## src/rtl/sb_arbiter_rr.sv

```systemverilog
// rtl/sb_arbiter_rr.sv - N-master round-robin system-bus arbiter with lock limit and SPLIT masking
module sb_arbiter_rr #(
  parameter int NUM_MASTERS = 4,
  parameter int LOCK_MAX    = 8,
  localparam int MIDX_W     = $clog2(NUM_MASTERS + 1)
) (
  input  logic                   clk,
  input  logic                   rst,
  input  logic [NUM_MASTERS-1:0] req,
  input  logic [NUM_MASTERS-1:0] lock,
  input  logic                   xfer_done,
  input  logic [1:0]             resp,
  input  logic [NUM_MASTERS-1:0] split_clr,
  output logic [NUM_MASTERS-1:0] gnt,
  output logic [MIDX_W-1:0]      sb_masters,
  output logic                   sb_mastlock,
  output logic [NUM_MASTERS-1:0] split_mask,
  output logic                   lock_timeout
);

  localparam int IDX_W = $clog2(NUM_MASTERS);
  localparam int CNT_W = (LOCK_MAX > 1) ? $clog2(LOCK_MAX) : 1;
  localparam logic [1:0] RESP_RETRY = 2'b10;
  localparam logic [1:0] RESP_SPLIT = 2'b11;

  typedef enum logic {ST_IDLE, ST_OWNED} state_e;

  state_e                 state_q, state_d;
  logic [IDX_W-1:0]       ptr_q, ptr_d;
  logic [CNT_W-1:0]       cnt_q, cnt_d;
  logic [NUM_MASTERS-1:0] mask_q, mask_d;
  logic [NUM_MASTERS-1:0] gnt_q, gnt_d;
  logic [MIDX_W-1:0]      masters_q, masters_d;
  logic                   mastlock_q, mastlock_d;
  logic                   tout_q, tout_d;

  logic [NUM_MASTERS-1:0] eligible;
  logic [NUM_MASTERS-1:0] owner_oh;
  logic [NUM_MASTERS-1:0] arb_cand;
  logic                   arb_req;
  logic                   keep_on_empty;
  logic                   timeout_hit;
  logic                   limit_hit;
  logic                   arb_found;
  logic [IDX_W-1:0]       arb_idx;

  // First set bit of cand searching upward from base+1 with wrap-around; MSB is the found flag.
  function automatic logic [IDX_W:0] rr_pick(input logic [NUM_MASTERS-1:0] cand,
                                             input logic [IDX_W-1:0]       base);
    logic             found;
    logic [IDX_W-1:0] idx;
    logic [IDX_W-1:0] jj;
    int               j;
    found = 1'b0;
    idx   = '0;
    for (int i = 0; i < NUM_MASTERS; i++) begin
      j = int'(base) + 1 + i;
      if (j >= NUM_MASTERS) j = j - NUM_MASTERS;
      jj = IDX_W'(j);
      if (!found && cand[jj]) begin
        found = 1'b1;
        idx   = jj;
      end
    end
    return {found, idx};
  endfunction

  // ptr_q always equals the current owner while OWNED, so it doubles as the owner index.
  assign eligible  = req & ~mask_q;
  assign owner_oh  = NUM_MASTERS'(1) << ptr_q;
  assign limit_hit = (LOCK_MAX != 0) && ((int'(cnt_q) + 1) >= LOCK_MAX);

  // Next-state decision: release/keep rules for the owner, then one round-robin search.
  always_comb begin
    state_d       = state_q;
    ptr_d         = ptr_q;
    cnt_d         = cnt_q;
    mask_d        = mask_q & ~split_clr;
    tout_d        = 1'b0;
    mastlock_d    = 1'b0;
    arb_req       = 1'b0;
    arb_cand      = '0;
    keep_on_empty = 1'b0;
    timeout_hit   = 1'b0;
    arb_found     = 1'b0;
    arb_idx       = '0;

    case (state_q)
      ST_IDLE: begin
        arb_req  = |eligible;
        arb_cand = eligible;
      end
      ST_OWNED: begin
        mastlock_d = lock[ptr_q];
        if (!req[ptr_q]) begin
          arb_req  = 1'b1;
          arb_cand = eligible & ~owner_oh;
          cnt_d    = '0;
        end else if (xfer_done && (resp == RESP_SPLIT)) begin
          mask_d[ptr_q] = 1'b1;
          arb_req       = 1'b1;
          arb_cand      = eligible & ~owner_oh;
          cnt_d         = '0;
        end else if (xfer_done && (resp == RESP_RETRY)) begin
          cnt_d = cnt_q;
        end else if (xfer_done) begin
          if (lock[ptr_q] && !limit_hit) begin
            cnt_d = cnt_q + CNT_W'(1);
          end else if (lock[ptr_q]) begin
            tout_d        = 1'b1;
            cnt_d         = '0;
            arb_req       = 1'b1;
            arb_cand      = eligible & ~owner_oh;
            keep_on_empty = 1'b1;
            timeout_hit   = 1'b1;
          end else begin
            cnt_d    = '0;
            arb_req  = 1'b1;
            arb_cand = eligible;
          end
        end
      end
      default: state_d = ST_IDLE;
    endcase

    if (arb_req) begin
      {arb_found, arb_idx} = rr_pick(arb_cand, ptr_q);
      if (arb_found) begin
        state_d    = ST_OWNED;
        ptr_d      = arb_idx;
        mastlock_d = timeout_hit ? 1'b0 : lock[arb_idx];
      end else if (!keep_on_empty) begin
        state_d    = ST_IDLE;
        mastlock_d = 1'b0;
      end
    end

    gnt_d     = (state_d == ST_OWNED) ? (NUM_MASTERS'(1) << ptr_d) : '0;
    masters_d = (state_d == ST_OWNED) ? (MIDX_W'(ptr_d) + MIDX_W'(1)) : '0;
  end

  // State, pointer, lock counter, split mask and registered outputs.
  always_ff @(posedge clk or negedge rst) begin
    if (!rst) begin
      state_q    <= ST_IDLE;
      ptr_q      <= '0;
      cnt_q      <= '0;
      mask_q     <= '0;
      gnt_q      <= '0;
      masters_q  <= '0;
      mastlock_q <= 1'b0;
      tout_q     <= 1'b0;
    end else begin
      state_q    <= state_d;
      ptr_q      <= ptr_d;
      cnt_q      <= cnt_d;
      mask_q     <= mask_d;
      gnt_q      <= gnt_d;
      masters_q  <= masters_d;
      mastlock_q <= mastlock_d;
      tout_q     <= tout_d;
    end
  end

  assign gnt          = gnt_q;
  assign sb_masters   = masters_q;
  assign sb_mastlock  = mastlock_q;
  assign split_mask   = mask_q;
  assign lock_timeout = tout_q;

endmodule
```

## config.mk

```make
export PLATFORM = sky130hd
export DESIGN_NAME = sb_arbiter_rr
export DESIGN_NICKNAME = d
export VERILOG_FILES = /design/src/rtl/sb_arbiter_rr.sv
export SDC_FILE = /design/constraint.sdc
export NUM_CORES = 1
export LEC_CHECK = 0
export ABC_CLOCK_PERIOD_IN_PS = 4000
export BUFFER_PORTS_ARGS = -buffer_cell sky130_fd_sc_hd__buf_2
export CAP_MARGIN = 20
export CORE_UTILIZATION = 55
export CTS_BUF_LIST = sky130_fd_sc_hd__clkbuf_8
export DETAILED_ROUTE_END_ITERATION = 12
export PLACE_DENSITY = 0.81
export SLEW_MARGIN = 25
export SYNTH_ARGS = -nofsm -noshare
export SYNTH_HDL_FRONTEND = slang
export SYNTH_SLANG_ARGS = --single-unit
```

## constraint.sdc

```tcl
create_clock -name clk -period 4 [get_ports clk]
set_input_delay 0 -clock clk [delete_from_list [all_inputs] [get_ports clk]]
set_output_delay 0 -clock clk [all_outputs]
set_load 0.01 [all_outputs]
```

# ---- Word level (Yosys, flattened, before mapping)
# Cells that the tools add are included.
dict set report totals {
  reg_bits 19
  latchBits 0
  mem_bits_rw 0
  mem_bits_ro 0
  input_bits 17
  output_inout_bits 13
  elab_cells 135
  mem_count 0
}
dict set report classes {
  addsub 11
  n_mul 0
  div_mod_pow 0
  order_cmp 12
  eq_ne 4
  shift 2
  muxes 77
  n_bitwise 8
  reduce_logical 13
}
# cell count
set op_table {}
lappend op_table {{4-bit two-way mux} 10}
lappend op_table {{1-bit two-way mux} 36}
lappend op_table {{2-bit two-way mux} 15}
lappend op_table {{2-bit by 3-bit < comparator with 1-bit output (second input constant)} 6}
lappend op_table {{3-bit two-way mux} 6}
lappend op_table {{1-bit binary-select mux with 2-bit select} 7}
lappend op_table {{4-bit bitwise AND} 3}
lappend op_table {{4-bit by 3-bit >= comparator with 1-bit output (second input constant)} 3}
lappend op_table {{4-bit inverter} 3}
lappend op_table {{3-bit by 1-bit adder with 4-bit output (second input constant)} 2}
lappend op_table {{3-bit by 2-bit adder with 4-bit output (second input constant)} 2}
lappend op_table {{4-bit one-hot mux with 2 select lines} 1}
lappend op_table {{1-bit by 2-bit left shift with 4-bit output (first input constant)} 2}
lappend op_table {{2-bit by 1-bit subtractor with 2-bit output (second input constant)} 4}
lappend op_table {{1-bit logical AND} 7}
lappend op_table {{2-bit by 1-bit adder with 3-bit output (second input constant)} 2}
lappend op_table {{2-bit equality test (second input constant)} 2}
lappend op_table {{4-bit >= comparator (second input constant)} 1}
lappend op_table {{1-bit zero test} 4}
lappend op_table {{4-bit bitwise OR} 1}
lappend op_table {{4-bit OR reduction} 1}
lappend op_table {{3-bit by 1-bit adder with 3-bit output (second input constant)} 1}
lappend op_table {{3-bit >= comparator (second input constant)} 1}
lappend op_table {{3-bit by 2-bit inequality test with 1-bit output (second input constant)} 1}
lappend op_table {{other kinds (6)} 6}

# ---- Longest topological paths before layout
dict set report logic_depth {
  ltp_word 32
  depth_mapped 13
  depth_no_buf 12
}

# ---- Worst setup path before layout
# OpenSTA, ideal clock, no wires.
dict set report synth_path {
  path_kind {register -> register}
  from {reg ptr_q[1]}
  to {reg mastlock_q (netlist: sb_mastlock)}
  setup_time_ns 0.119
  arrival_ns 2.825
  t_required_ns 3.881
  setup_slack_ns 1.057
  path_stages_with_launch 11
  path_buffers 1
  synth_period_minus_slack_ns 2.943
  cell_sequence {dfrtp_1 buf_6 or3b_1 a21oi_2 o21ai_1 a221oi_4 a21boi_2 or3_4 o31ai_2 mux4_2 o21a_1}
}
dict set report synth_between {
  elab_chain_cells 31
  elab_cells_between_ends 82
  cone_classes {add/sub: 8; order compare: 4; shift: 1; mux: 60; bitwise: 2; reduce/logical: 7}
}
# item line_no
set synth_lines {}
lappend synth_lines {{start, declared} 29} ;# logic [IDX_W-1:0] ptr_q, ptr_d;
lappend synth_lines {{start signal, assigned} 155} ;# ptr_q <= ptr_d;
lappend synth_lines {{parallel branches: the longest is 30 deep, another holds 4-bit two-way mux} n/a}
lappend synth_lines {{1-bit two-way mux *} 126} ;# if (arb_req) begin
lappend synth_lines {{via mastlock_d} 34} ;# logic mastlock_q, mastlock_d;
lappend synth_lines {{end signal, assigned} 160} ;# mastlock_q <= mastlock_d;
lappend synth_lines {{end, declared} 34}
# Mark *: on every way through the listed nets, which the timed path passes. The select of a mux whose other input is x is not followed.
# A chain may end at the register's enable or synchronous reset.

# ---- Worst setup path after layout
dict set report layout_path {
  from {reg ptr_q[0]}
  to {reg mastlock_q (netlist: sb_mastlock)}
}
# The elaborated chain is that of the path after synthesis.

==> key figures <==
Outcome
  • Result of the run: finished clean

STA
  • RSZ-0062 raised after global routing: no
  • Final worst setup slack: between 0.7 and 0.8 ns
  • Final worst path period need: roughly 3.3 ns
  • Final Skew: 0.00457 ns
  • Slew HR: 0.480
  • Hold Fails Final Rpt: 0
  • Fmax: 0.307 GHz
  • Hold Slack: between 0.15 and 0.2 ns
  • Fin. max-slew vios: 0
  • Slew of the pin with the lowest slew margin: 0.772 ns
  • Setup TNS: 0 ns
  • Tcrit/Tclk final: 0.814
  • Final Setup Violations: 0

Global route
  • Number of global-route vias before repair: 1167
  • Global route overflow: 0
  • Initial antenna violation count: 0
  • Overall routing resource usage: 0.262
  • Global-route wire length before repair: about 5 mm
  • Largest net degree at the start of global routing: 19

Finish
  • Fillers: between 150 and 200
  • # diodes: 0
  • Area added between synthesis and finish: 20.3%
  • Share of layout cells above drive strength 1: 0.263
  • Final non-filler cell total: between 150 and 200
  • Total Nets Final: approximately 190

Pwr
  • Power Density: slightly below 800 mW/mm^2
  • Peak supply drop: 511 uV
  • Tot Pwr: roughly 1.2 mW
  • Leak pwr: 0.758 nW

Synth
  • Number of synthesized flops with an enable pin: 0
  • Register area share after synthesis: 0.355
  • Ranking of synthesized cells by area: dfrtp_1 (35%), ha_1 (8.9%), inv_1 (4.4%)
  • Yosys reg bits: 18
  • Async set-or-reset flop fraction in the synthesized netlist: 1.00
  • Synth Cell Area: around 0.0013 sq mm
  • Simple-gate share of the synthesized area: 0.189
  • Synthesized instance count: 133
  • Syn Area/Cell: around 9.5 sq um
  • Post-Syn Nets: 159
  • Post-synthesis xor/xnor area fraction: 0
  • Largest family of logic cells by synthesized area: compound AO/OA/AOI/OAI gates
  • Adder-cell share of the synthesized area: 0.0887
  • Ys flop type: dfrtp_1
  • Yosys warns: 0
  • Share of the synthesized area in the top cell type: 0.355
  • Library cells used by synthesis: 46
  • Multiplexer area fraction after synthesis: 0.0719
  • Post-synth top area cell: dfrtp_1
  • Synth Area in Compound Gates: 0.230

Clock network
  • Clk slew on worst S/H paths: 0.07 ns
  • Sink Count: 18
  • CTS H-tree depth: 1
  • Clock Latency Late Sink: 0.26 ns
  • Root Buffer: clkbuf_8
  • Post-CTS resize count: 0
  • CTS tree: built
  • Postcts setup bufs: 0
  • Hold Buf Count CTS: 5
  • Total CTS buffers: 3
  • Max clock buf depth: 2

Placed design
  • PortBufs: 29
  • Dpl hpwl: approximately 2.2 mm
  • Final GP Congestion: roughly 1.0
  • Placed cell count: roughly 190
  • Setup WS pre-CTS: ~0.75 ns

Worst setup path
  • Crit path max fanout: 13
  • Crit Path Class: reg -> reg
  • CP arrival: 3.41 ns
  • Worst setup EP type: flop
  • Worst path required time: approximately 4.2 ns
  • CP Launch Type: flop

Detailed routing
  • Wire length per cell: between 10 and 15 microns
  • Detail Route Antenna Nets: 0
  • Total iterations of the first detailed-routing run: 4
  • Vias post-DR: ~1200
  • Drt via density: 5.97
  • Residual DRC: 0
  • 1st-iter DRT viols: 39
  • WL final: roughly 2.9 mm

Floorplanning
  • Die height: 50.1 microns
  • Initial Util: 0.580
  • Chip width: 50.1 microns
  • Std-Cell Core Area: ~0.0022 sq mm
  • Total Die Area: around 0.0025 sq mm
  • Rows: 17
  • I/O pin cnt: 30

Job
  • Max cap viols: 0

Worst hold path
  • Hold Crit Class: in -> reg
## power by group
part           switching, mW  internal, mW
Combinational          0.393         0.332
Sequential            0.0589         0.244
Clock                 0.0630        0.0875
Total                  0.515         0.664
## through the flow
stage	cell area, sq um	utilization
2_1_floorplan	1270	-
3_3_place_gp	1420	0.649
3_5_place_dp	1420	0.649
4_1_cts	1530	0.697
5_1_grt	1530	0.697
6_report	1530	0.697
## cells in the mapped netlist (2+ instances only)
library cell and instances:
o21a_1 3, a21oi_1 3, mux4_2 2, nor2b_1 6, o21ai_0 8, inv_1 15, and3_1 3, o22ai_1 6
mux2i_1 2, dfrtp_1 18, nor2_1 8, ha_1 9, nand3_1 4, nand2_1 13, nor3b_1 2
## final timing paths
path / startpoint / slack (ns) / cells after the start / endpoint
worst max-delay path: ptr_q[0]$_DFF_PN0_ / 0.74 / 8 / sb_mastlock$_DFF_PN0_
worst min-delay path: xfer_done / 0.15 / 3 / lock_timeout$_DFF_PN0_
worst max register to register: ptr_q[0]$_DFF_PN0_ / 0.74 / 8 / sb_mastlock$_DFF_PN0_
worst min register to register: cnt_q[2]$_DFFE_PN0P_ / 0.49 / 1 / cnt_q[2]$_DFFE_PN0P_
max in group asynchronous: rst / 3.51 / 2 / ptr_q[1]$_DFF_PN0_
min in group asynchronous: rst / 0.20 / 2 / split_mask[3]$_DFF_PN0_
## layout make-up
type	instances	area, sq um	area share
sequential	18	450	0.295
timing repair buffer	34	195	0.128
clock buffer	4	55.1	0.0360
tap	28	35.0	0.0229
multi-input combinational	96	736	0.482
inverter	15	56.3	0.0369
## state kept, by name (all words and copies together), names as in the netlist
register,count
gnt,4
split_mask,4
cnt_q,3
ptr_q,2
sb_masters,2
lock_timeout,1
sb_mastlock,1
state_q,1
## logic make-up (layout without fill, tap and decap cells)
family | count (synthesis) | count (layout)
simple gates | 45 | 45
fa+ha+maj | 9 | 9
compound gates | 37 | 37
mux | 5 | 5
buf+inv | 19 | 53
flops | 18 | 18
## critical path: stages, from the launching register on
cell	delay [ns]
dfrtp_1	0.59
mux4_1	0.64
o2111a_4	0.35
a221oi_4	0.27
a21boi_2	0.12
or3_4	0.40
o31ai_2	0.08
mux4_2	0.53
o21a_1	0.17
## cell usage in the layout, fill, tap and decap left out, types with 2 or more instances in the layout
master and instances:
mux4_2 2, nor3b_1 2, a21oi_1 3, clkbuf_8 4, nor2_1 8, ha_1 9, nand2_1 13, nor2b_1 6
nand3_1 4, mux2i_1 2, inv_1 15, o21ai_0 8, o21a_1 3, dlygate4sd3_1 5, o22ai_1 6, buf_2 29
and3_1 3, dfrtp_1 18
## layer usage
| layer | track usage | vias to the layer above | share of wire |
|---|---|---|---|
| met5 | 0 | - | 0 |
| met4 | 0.119 | 0 | 0.024 |
| met3 | 0.0741 | 13 | 0.063 |
| met2 | 0.451 | 55 | 0.50 |
| met1 | 0.295 | 553 | 0.41 |
| li1 | - | 543 | - |
Power figures use the tool's default switching activity.
